`src/rtl/cs_puf_pkg.sv`:
```
// Shared definitions for the CS-PUF permutation selector: FSM states and the
// factorial table used by the Lehmer unranking datapath.
package cs_puf_pkg;

  typedef enum logic [2:0] {
    IDLE,
    LOAD,
    DIV,
    PICK,
    STREAM,
    LASTC,
    FINISH
  } state_t;

  function automatic logic [31:0] fact(input int n);
    logic [31:0] f;
    f = 32'd1;
    for (int i = 2; i <= n; i++) f = f * 32'(i);
    return f;
  endfunction

  // Entries 13..15 pad the table so a 4-bit index taken from k-1 never leaves it
  localparam logic [31:0] FACT [16] = '{
    fact(0), fact(1), fact(2), fact(3), fact(4), fact(5), fact(6),
    fact(7), fact(8), fact(9), fact(10), fact(11), fact(12),
    32'd0, 32'd0, 32'd0
  };

endpackage

```
`src/rtl/permut_pool.sv`:
```
// Pool of not-yet-used element indices; a pick removes the addressed entry
// and closes the gap by shifting the higher entries down.
module permut_pool #(
  parameter int N     = 8,
  parameter int IDX_W = $clog2(N)
) (
  input  logic             clk,
  input  logic             res,
  input  logic             clear,
  input  logic             pick,
  input  logic [IDX_W-1:0] digit,
  output logic [IDX_W-1:0] picked
);

  logic [IDX_W-1:0] pool [N];

  assign picked = pool[digit];

  always_ff @(posedge clk or posedge res) begin
    if (res) begin
      for (int i = 0; i < N; i++) pool[i] <= IDX_W'(i);
    end else if (clear) begin
      for (int i = 0; i < N; i++) pool[i] <= IDX_W'(i);
    end else if (pick) begin
      for (int i = 0; i < N - 1; i++) begin
        if (IDX_W'(i) >= digit) pool[i] <= pool[i + 1];
      end
    end
  end

endmodule

```
`src/rtl/permut_sel_lehmer.sv`:
```
// Maps a selector rank to the matching lexicographic permutation via Lehmer
// unranking, streams it one index per cycle, then enables the sense amplifiers.
module permut_sel_lehmer
  import cs_puf_pkg::*;
#(
  parameter int N     = 8,
  parameter int IDX_W = $clog2(N),
  parameter int SEL_W = 16
) (
  input  logic             clk,
  input  logic             res,
  input  logic             en,
  input  logic [SEL_W-1:0] sel,
  output logic             ready,
  output logic             sel_sat,
  output logic             init,
  output logic             perm_valid,
  output logic [IDX_W-1:0] perm_idx,
  output logic             amp_enable,
  output logic [N-1:0]     cout
);

  localparam int KW = $clog2(N + 1);
  localparam logic [31:0] MAX_RANK = FACT[N] - 32'd1;
  localparam logic [N-1:0] ONE = {{(N - 1){1'b0}}, 1'b1};

  state_t           state, state_n;
  logic [SEL_W-1:0] rem;
  logic [KW-1:0]    k;
  logic [IDX_W-1:0] digit, step, picked, pick_pos;
  logic [IDX_W-1:0] perm [N];
  logic [3:0]       fact_idx;
  logic [31:0]      fact_k;
  logic             ge, sel_over, abort;

  assign fact_idx = 4'(k) - 4'd1;
  assign fact_k   = FACT[fact_idx];
  assign ge       = {{(32 - SEL_W){1'b0}}, rem} >= fact_k;
  assign sel_over = {{(32 - SEL_W){1'b0}}, sel} > MAX_RANK;
  assign abort    = !en && (state != IDLE);
  assign pick_pos = IDX_W'(KW'(N) - k);

  assign init       = (state == IDLE);
  assign perm_valid = (state == STREAM);
  assign amp_enable = (state == FINISH);
  assign perm_idx   = perm[step];

  permut_pool #(.N(N), .IDX_W(IDX_W)) u_pool (
    .clk    (clk),
    .res    (res),
    .clear  (state == LOAD),
    .pick   ((state == PICK) && !abort),
    .digit  (digit),
    .picked (picked)
  );

  always_comb begin
    state_n = state;
    case (state)
      IDLE:    if (en) state_n = LOAD;
      LOAD:    state_n = DIV;
      DIV:     if (!ge) state_n = PICK;
      PICK:    state_n = (k == KW'(1)) ? STREAM : DIV;
      STREAM:  if (step == IDX_W'(N - 1)) state_n = LASTC;
      LASTC:   state_n = FINISH;
      FINISH:  state_n = FINISH;
      default: state_n = IDLE;
    endcase
    if (abort) state_n = IDLE;
  end

  // Dropping en freezes the datapath; cout and sel_sat survive until the next LOAD
  always_ff @(posedge clk or posedge res) begin
    if (res) begin
      state   <= IDLE;
      rem     <= '0;
      k       <= '0;
      digit   <= '0;
      step    <= '0;
      ready   <= 1'b0;
      sel_sat <= 1'b0;
      cout    <= '0;
      for (int i = 0; i < N; i++) perm[i] <= IDX_W'(i);
    end else begin
      state <= state_n;
      if (abort) begin
        ready <= 1'b0;
      end else begin
        case (state)
          LOAD: begin
            rem     <= sel_over ? MAX_RANK[SEL_W-1:0] : sel;
            sel_sat <= sel_over;
            k       <= KW'(N);
            digit   <= '0;
            step    <= '0;
            cout    <= '0;
            ready   <= 1'b0;
          end
          DIV: begin
            if (ge) begin
              rem   <= rem - fact_k[SEL_W-1:0];
              digit <= digit + 1'b1;
            end
          end
          PICK: begin
            perm[pick_pos] <= picked;
            digit          <= '0;
            k              <= k - 1'b1;
            if (k == KW'(1)) ready <= 1'b1;
          end
          STREAM: begin
            cout <= cout | (ONE << perm[step]);
            step <= step + 1'b1;
          end
          default: ;
        endcase
      end
    end
  end

endmodule

```
`config.mk`:
```
export PLATFORM = sky130hd
export DESIGN_NAME = permut_sel_lehmer
export DESIGN_NICKNAME = d
export VERILOG_FILES = /design/src/rtl/cs_puf_pkg.sv /design/src/rtl/permut_pool.sv /design/src/rtl/permut_sel_lehmer.sv
export SDC_FILE = /design/constraint.sdc
export NUM_CORES = 1
export LEC_CHECK = 0
export CORE_ASPECT_RATIO = 0.7
export CORE_UTILIZATION = 50
export DETAILED_ROUTE_END_ITERATION = 8
export DONT_BUFFER_PORTS = 1
export GPL_ROUTABILITY_DRIVEN = 0
export PLACE_DENSITY_LB_ADDON = 0.25
export SYNTH_ARGS = -nofsm -noshare
export SYNTH_HDL_FRONTEND = slang
export SYNTH_SLANG_ARGS = --single-unit
```
`constraint.sdc`:
```
create_clock -name clk -period 4.75 [get_ports clk]
set_input_delay 0.95 -clock clk [delete_from_list [all_inputs] [get_ports clk]]
set_output_delay 0.95 -clock clk [all_outputs]
set_load 0.01 [all_outputs]
```
==> results of run 1 <==
-- cells in the final DEF, fill, tap and decap left out, drive strengths merged, types with 7 or more instances in the layout --
| cell type | count |
|---|---|
| dfrtp | 63 |
| nor2 | 61 |
| nand2 | 60 |
| a21oi | 41 |
| o21ai | 36 |
| ha | 26 |
| mux2 | 23 |
| dfstp | 17 |
| inv | 16 |
| nor3 | 14 |
| mux2i | 13 |
| nand2b | 12 |
| clkbuf | 11 |
| mux4 | 9 |
| nor2b | 8 |
| xnor2 | 8 |
| o22ai | 7 |
-- per-layer routing --
layer  wire length, um  up-vias
li1                  -     1835
met1              5770     1860
met2              4720       88
met3               478        9
met4                78        0
met5                 0        -
-- tightest hold or removal path: cells and delay by family (launching register included) --
kind             cells  cell delay [ps]
flip-flops           1              370
AO/OA/AOI/OAI        1               70
AND/OR/NAND/NOR      1               40
-- report_power, final --
part / total [mW] / internal, mW / switching [mW]
combinational: 2.55 / 1.04 / 1.52
clock: 0.659 / 0.380 / 0.278
sequential: 1.18 / 0.946 / 0.239
-- cells by family after synthesis --
group	synth area share, %
simple gates	17.7
compound gates	16.6
flops	40.5
mux	11.9
buf+inv	3.86
fa+ha+maj	6.92
xor+xnor	2.58
-- layout make-up --
cell class	instances	area (sq um)	area share, %
inverter	17	65.1	1.22
tap	128	160	3.00
clock buffer	11	253	4.73
sequential	80	2020	37.9
clock inverter	5	31.3	0.586
multi-input combinational	398	2790	52.2
timing repair buffer	3	22.5	0.422
-- final timing paths --
| check | startpoint | to | cells past startpoint |
|---|---|---|---|
| min in group asynchronous | res | digit[2] | 1 |
| worst max-delay path | k[0] | rem[9] | 15 |
| worst max register to register | k[0] | rem[9] | 15 |
| worst min-delay path | perm[11] | perm[11] | 2 |
| max in group asynchronous | res | perm[2] | 2 |
| worst min register to register | perm[11] | perm[11] | 2 |
-- flip-flops by register name, indices dropped and copies added (netlist names) --
register / cells
k: 4
step: 3
digit: 3
ready: 1
sel_sat: 1
cout: 8
rem: 16
u_pool.pool: 17
perm: 24
state: 3
-- stage by stage --
step	power, mW	setup slack (ps)	cells	util (%)
2_1_floorplan	3.20	1170	520	-
4_1_cts	4.38	438	642	55.2
5_1_grt	4.76	123	642	55.2
6_report	4.40	419	642	55.2
3_3_place_gp	3.65	642	626	52.2
3_5_place_dp	3.70	441	626	52.2
==> flow_metrics.tcl, run 1 <==
set metrics [dict create \
    status "completed" \
    drv_cap 0 \
    port_buffers 0 \
    period_share_pct 91.2 \
    first_global_vias 3554 \
    cts_buffers 9 \
    async_reset_ff_share_pct 100 \
    path_cells "inv_1 -> ha_1 -> xnor2_2 -> nand2_1 -> nor2_1 -> ha_1 -> fa_1 -> and2b_1 -> o31ai_4 -> o2bb2ai_1 -> a211oi_2 -> a311oi_4 -> buf_4 -> nand2_1 -> o211ai_1" \
    grt_util_met1_pct 34.6 \
    crit_buf_inv 2 \
    synth_top_area_share_pct 31.6 \
    yosys_warnings 0 \
    synth_commonest_cells "dfrtp_1 (63), nor2_1 (61), nand2_1 (59)" \
    cts_hold_buf 0 \
    crit_fanout 19 \
    via_per_inst 5.91 \
    routed_wl_um 11000 \
    syn_area_sq_mm 0.00499 \
    cp-end-kind "flop" \
    use_met3_pct 5.32 \
    hold_slack_ps 481 \
    crit_path_top_delay_cell "a311oi_4" \
    cts_buffer_depth 2 \
    maxSlewViolCount 0 \
    grt_usage_pct 22.9 \
    start_util_pct 51.5 \
    required_ps 5010 \
    route.vias.total 3792 \
    p_per_area_mw_per_mm2 823 \
    die_area_sq_mm 0.0104 \
    layout-drive-gt1-share_pct 17.3 \
    clock-root-buffer "clkbuf_16" \
    dp_hpwl_um 8160 \
    tritoncts "done" \
    fin_skew_ps 5.63 \
    synth.most_common_cell "dfrtp_1" \
    fin_crit_ps 4330 \
    cp-start-kind "flop" \
    rsz0062_at_grt "false" \
    ios 35 \
    cts.sinks 80 \
    antenna_left 0 \
    cts_resized 0 \
    path_class "flop to flop" \
    wire_per_inst_um 17.2 \
    fin_nets 555 \
    worst_pin_slew_ps 781 \
    final-setup-viol-count 0 \
    drt_iter0_markers 309 \
    synth-edff-count 0 \
    p_leak_nw 2.32 \
    gr-total-overflow 0 \
    ys_seq_area_share_pct 40.5 \
    grt_pass1_wl_um 18200 \
    yosysUniqueCellTypes 72 \
    hold_path.class "flop to flop" \
    synth_area_leader_cell "dfrtp_1" \
    core-area_sq_mm 0.00968 \
    final_hold_viol_count 0 \
    std_cell_rows 30 \
    syn-mean-instance-area_sq_um 9.60 \
    crit_family "compound AO/OA/AOI/OAI gates" \
    fin_area_sq_mm 0.00534 \
    fillCellCount 874 \
    clock_latency_ps 340 \
    diodes 0 \
    synth_top_cells_by_area "dfrtp_1 (32%), dfstp_2 (8.9%), ha_1 (6.5%)" \
    dieHeight_um 85.6 \
    clkTransAtPathRegs_ps 60 \
    die_x_um 121 \
    drc 0 \
    vdd_drop_max_uv 357 \
    post_dp_cell_area_sq_mm 0.00506 \
    fin_setup_tns_ps 0 \
    reg2reg_slack_ps 420 \
    cp.arrival_ps 4590 \
    met2_usage_pct 32.9 \
    dr.pass1.iters 5 \
    grt_start_max_net_pins 46 \
    max_slew_margin_pct 47.8 \
    area_growth_pct 7.02 \
    cts_setup_buffers 0 \
    htree_levels 3 \
    yosys_register_bits 80 \
    ys_dominant_reg_cell "dfrtp_1" \
    syn-num-nets 566 \
    antenna_found_initial 0 \
    busiest_layer "met1" \
    max_stage_delay_ps 650 \
    fmax_ghz 0.231 \
    syn_inst 520 \
]
(Power assumes the default switching activity.)
==> run 2, diff against run 1 <==
- ABC_AREA: not set -> 1
- clock period: 4.75 -> 4.7 ns (I/O delays scaled with it)
==> run 2 against run 1 <==
  * Design area up 11%
  * Via count is 31% higher
  * Sequential share of layout area is 3.6 points lower
  * Global-route usage up 2.9 points
  * Critical path depth rose by 4
  * Synthesized cell count grew 47%
  * Utilization up 1.1 points
  * Maximum frequency grew 16%
  * First-iteration DRC count is 100% higher
  * Critical path type unchanged
  * Highest routed layer unchanged
==> flow_metrics.tcl, run 2 <==
set metrics [dict create \
    hold_path.class "flop to flop" \
    ys_dominant_reg_cell "dfrtp_1" \
    crit_fanout 15 \
    syn_area_sq_mm 0.00548 \
    clkTransAtPathRegs_ps 60 \
    dr.pass1.iters 5 \
    fmax_ghz 0.269 \
    period_share_pct 79.1 \
    std_cell_rows 31 \
    fin_crit_ps 3720 \
    synth_top_cells_by_area "dfrtp_1 (29%), nand2_1 (14%), dfstp_2 (8.1%)" \
    htree_levels 3 \
    mostFrequentLayoutCell "nand2_1" \
    synth.most_common_cell "nand2_1" \
    fin_skew_ps 5.59 \
    grt_pass1_wl_um 22600 \
    drt_iter0_markers 624 \
    die_x_um 127 \
    path_cells "inv_1 -> ha_1 -> inv_1 -> nor2_1 -> inv_1 -> nor2_1 -> ha_1 -> fa_1 -> inv_1 -> nand3_1 -> nand2_2 -> nand2_1 -> nand2_1 -> nand2_1 -> nand3_2 -> nand2_4 -> a21oi_4 -> nand3_1 -> nand2_1" \
    cts_buffer_depth 2 \
    final-setup-viol-count 0 \
    reg_top3 "perm x24, u_pool.pool x17, rem x16" \
    reg2reg_from "k[0]" \
    syn-num-nets 808 \
    gr-total-overflow 0 \
    grt_usage_pct 25.8 \
    seqCellArea_sq_mm 0.00202 \
    multi_input_comb_area_sq_mm 0.00292 \
    async_reset_ff_share_pct 100 \
    fin_nets 807 \
    routed_wl_um 14000 \
    cts_buffers 9 \
    fin_setup_tns_ps 0 \
    reg2reg_slack_ps 980 \
    synth_commonest_cells "nand2_1 (204), inv_1 (105), nor2_1 (66)" \
    port_buffers 0 \
    cp-end-kind "flop" \
    dieHeight_um 89.6 \
    tritoncts "done" \
    route.vias.total 4965 \
    ff2ff_path_depth 19 \
    start_util_pct 52.2 \
    crit_buf_inv 4 \
    grt_start_max_net_pins 62 \
    drc 0 \
    yosys_warnings 0 \
    largest_reg_flops 24 \
    diodes 0 \
    wire_per_inst_um 15.3 \
    regMostFlops "perm" \
    yosys_register_bits 80 \
    min_delay_path_depth 2 \
    core-area_sq_mm 0.0105 \
    ios 35 \
    synth-edff-count 0 \
    clock_latency_ps 340 \
    required_ps 4980 \
    drv_cap 0 \
    critical_path.startpoint "k[0]" \
    status "completed" \
    hold_end "rem[0]" \
    cp-start-kind "flop" \
    path_class "flop to flop" \
    dp_hpwl_um 10500 \
    die_area_sq_mm 0.0114 \
    cp.depth 19 \
    syn_inst 762 \
    layout-drive-gt1-share_pct 12.4 \
    mostFrequentLayoutCells "nand2_1 (204), inv_1 (104), nor2_1 (66)" \
    antenna_left 0 \
    crit_family "adder cells" \
    cts_hold_buf 0 \
    worst_pin_slew_ps 1070 \
    fillCellCount 951 \
    cts.sinks 80 \
    cts_setup_buffers 0 \
    final_hold_viol_count 0 \
    maxSlewViolCount 0 \
    max_stage_delay_ps 600 \
    antenna_found_initial 0 \
    cts_resized 0 \
    ys_seq_area_share_pct 36.9 \
    crit_path_top_delay_cell "dfrtp_1" \
    synth_area_leader_cell "dfrtp_1" \
    first_global_vias 4477 \
    area_growth_pct 7.78 \
    synth_top_area_share_pct 28.8 \
    syn-mean-instance-area_sq_um 7.20 \
    via_per_inst 5.43 \
    r2r-end "rem[12]" \
    yosysUniqueCellTypes 45 \
    cp.arrival_ps 4000 \
    clock-root-buffer "clkbuf_16" \
    max_slew_margin_pct 28.8 \
    rsz0062_at_grt "false" \
    hold_start "rem[0]" \
]
[run 2: metal layers]
layer / vias up / wire (um) / GRT usage (%)
li1: 2450 / - / -
met1: 2319 / 6830 / 37.6
met2: 180 / 5850 / 38.2
met3: 16 / 1130 / 6.58
met4: 0 / 197 / 7.14
met5: - / 0 / 0
[run 2: cell type report]
cell class,instances,area share (%)
Sequential cell,80,34.2
Timing Repair Buffer,1,0.127
Multi-Input combinational cell,551,49.4
Tap cell,148,3.13
Clock buffer,10,4.04
Inverter,118,7.56
Clock inverter,6,1.52
[run 2: per-stage QoR]
step | hold WS [ps] | cells | setup slack [ps] | utilization, % | cell area (sq um)
finish | 478 | 914 | 980 | 56.2 | 5910
global route | 506 | 914 | 800 | 56.2 | 5910
CTS | 482 | 914 | 1050 | 56.2 | 5910
detailed placement | 467 | 898 | 1090 | 53.1 | 5580
global placement | 465 | 898 | 1300 | 53.1 | 5580
floorplan | 448 | 762 | 1740 | - | 5480
[run 2: tightest hold or removal path, stage by stage, from the launching register on]
cell and delay, ps:
dfrtp_1 340, nand2_1 50, nand2_1 60
[run 2: how the worst max path moves through the flow]
stage                          to
after CTS                 rem[12]
after global placement    rem[13]
after global routing      rem[12]
after floorplan           cout[0]
final                     rem[12]
after detailed placement  rem[12]
[run 2: logic make-up after synthesis]
group | synth area share [%]
AOI/OAI and AO/OA | 13.1
xor gates and xnor gates | 0.799
adders and majority gates | 6.30
buffers and inverters | 9.88
DFF | 36.9
muxes | 1.37
and+or+nand+nor | 31.6
Power of run 2 is left out: the tool's default activity adds up to more than one toggle a clock period on the data nets, which glitch-free logic cannot reach.
==> run 3, diff against run 2 <==
- clock period: 4.7 -> 3.5 ns (I/O delays scaled with it)
==> run 3 against run 2 <==
  * Final cell count is 0.55% higher
  * Sequential share of layout area down 0.28 points
  * Worst setup slack got worse by 690 ps
  * Non-clock buffer count up 4
  * Critical path depth grew 1
  * Utilization rose by 0.46 points
  * First-iteration DRC count up 3.4%
  * Critical path type unchanged
==> flow_metrics.tcl, run 3 (synthesis results as in run 2) <==
set metrics [dict create \
    status "completed" \
    dieHeight_um 89.6 \
    required_ps 3780 \
    reg2reg_slack_ps 290 \
    via_per_inst 5.43 \
    wire_per_inst_um 15.3 \
    final-setup-viol-count 0 \
    ff2ff_path_depth 20 \
    rsz0062_at_grt "false" \
    hold_slack_ps 283 \
    fmax_ghz 0.311 \
    critical_path.startpoint "k[1]" \
    layout-drive-gt1-share_pct 12.8 \
    ios 35 \
    seqCellArea_sq_mm 0.00202 \
    routed_wl_um 14100 \
    fillCellCount 1000 \
    die_x_um 127 \
    std_cell_rows 31 \
    route.vias.total 4994 \
    r2r-end "rem[13]" \
    fin_setup_tns_ps 0 \
    cp-start-kind "flop" \
    drv_cap 0 \
    grt_usage_pct 26.4 \
    grt_pass1_wl_um 23000 \
    cp-endpoint "rem[13]" \
    fin_crit_ps 3210 \
    hold_path.class "input pin to async pin" \
    cts.sinks 80 \
    drt_iter0_markers 645 \
    start_util_pct 52.2 \
    clock_latency_ps 340 \
    core-area_sq_mm 0.0105 \
    die_area_sq_mm 0.0114 \
    cts_buffers 9 \
    dpl.cell_count 901 \
    htree_levels 3 \
    first_global_vias 4523 \
    tritoncts "done" \
    maxSlewViolCount 0 \
    reg2reg_from "k[1]" \
    period_share_pct 91.8 \
    dp_hpwl_um 10600 \
    drc 0 \
    reg_top3 "perm x24, u_pool.pool x17, rem x16" \
    gr-total-overflow 0 \
    largest_reg_flops 24 \
    cp.arrival_ps 3490 \
    cp-end-kind "flop" \
    path_class "flop to flop" \
    max_slew_margin_pct 50.1 \
    dr.pass1.iters 6 \
    diodes 0 \
    final_hold_viol_count 0 \
    fin_skew_ps 6.64 \
    antenna_found_initial 0 \
    multi_input_comb_area_sq_mm 0.00294 \
    area_growth_pct 8.67 \
    cts_buffer_depth 2 \
    clock-root-buffer "clkbuf_16" \
    regMostFlops "perm" \
    crit_fanout 15 \
    antenna_left 0 \
    clkTransAtPathRegs_ps 60 \
    cts_hold_buf 0 \
    mostFrequentLayoutCells "nand2_1 (204), inv_1 (103), nor2_1 (66)" \
    grt_start_max_net_pins 34 \
    fin_nets 812 \
    port_buffers 0 \
    mostFrequentLayoutCell "nand2_1" \
    worst_pin_slew_ps 744 \
    instances_no_fill 919 \
]
-- run 3: cell types whose count changed in the layout (fill, tap and decap cells not counted), sizes merged --
cell and delta:
inv -1, clkinvlp -1, clkbuf +3, buf +4, nand3 +1, clkinv -1
-- run 3: per-layer routing --
metal / part of all wire, % / vias to the layer above / track usage (%)
li1: - / 2453 / -
met5: 0 / - / 0
met1: 49 / 2344 / 39.2
met3: 7.9 / 19 / 6.16
met2: 42 / 178 / 39.2
met4: 1.0 / 0 / 5.63
-- run 3: metrics by stage --
stage / setup slack (ps) / util (%) / cell area (sq um)
3_5_place_dp: 129 / 53.3 / 5600
2_1_floorplan: 552 / - / 5480
5_1_grt: 41.8 / 56.7 / 5960
4_1_cts: 92.9 / 56.3 / 5920
3_3_place_gp: 334 / 53.3 / 5600
6_report: 289 / 56.7 / 5960
-- run 3: worst min path at each step --
| stage | end | cells after the start |
|---|---|---|
| after floorplan | rem[4] | 2 |
| after global placement | perm[5] | 2 |
| after detailed placement | rem[0] | 2 |
| after CTS | perm[3] | 1 |
| after global routing | perm[3] | 1 |
| final | perm[3] | 1 |
-- run 3: worst max-delay path, cell delays in order (launching register included) --
cell and delay [ps]:
dfrtp_1 460, inv_2 140, ha_2 330, inv_1 160, nor2_1 110, inv_1 120
nor2_1 60, ha_1 200, fa_1 410, inv_1 70, nand3_1 90, nand2_2 110
nand2_1 50, nand2_1 110, nand2_1 70, nand3_2 80, nand2_4 70, a21oi_4 170
buf_12 160, nand3_1 80, nand2_1 90
-- run 3: timing repair --
item | CTS | global route
gates resized for setup | 0 | 4
setup endpoints to repair | 0 | 19
buffers inserted | 0 | 1
-- run 3: area by class of cell --
class | count | area share, %
multi-input combinational | 552 | 49.3
sequential | 80 | 34.0
inverter | 118 | 7.50
clock buffer | 13 | 4.20
tap | 148 | 3.11
clock inverter | 3 | 1.09
timing repair buffer | 5 | 0.840
Power of run 3 is left out for the same reason.
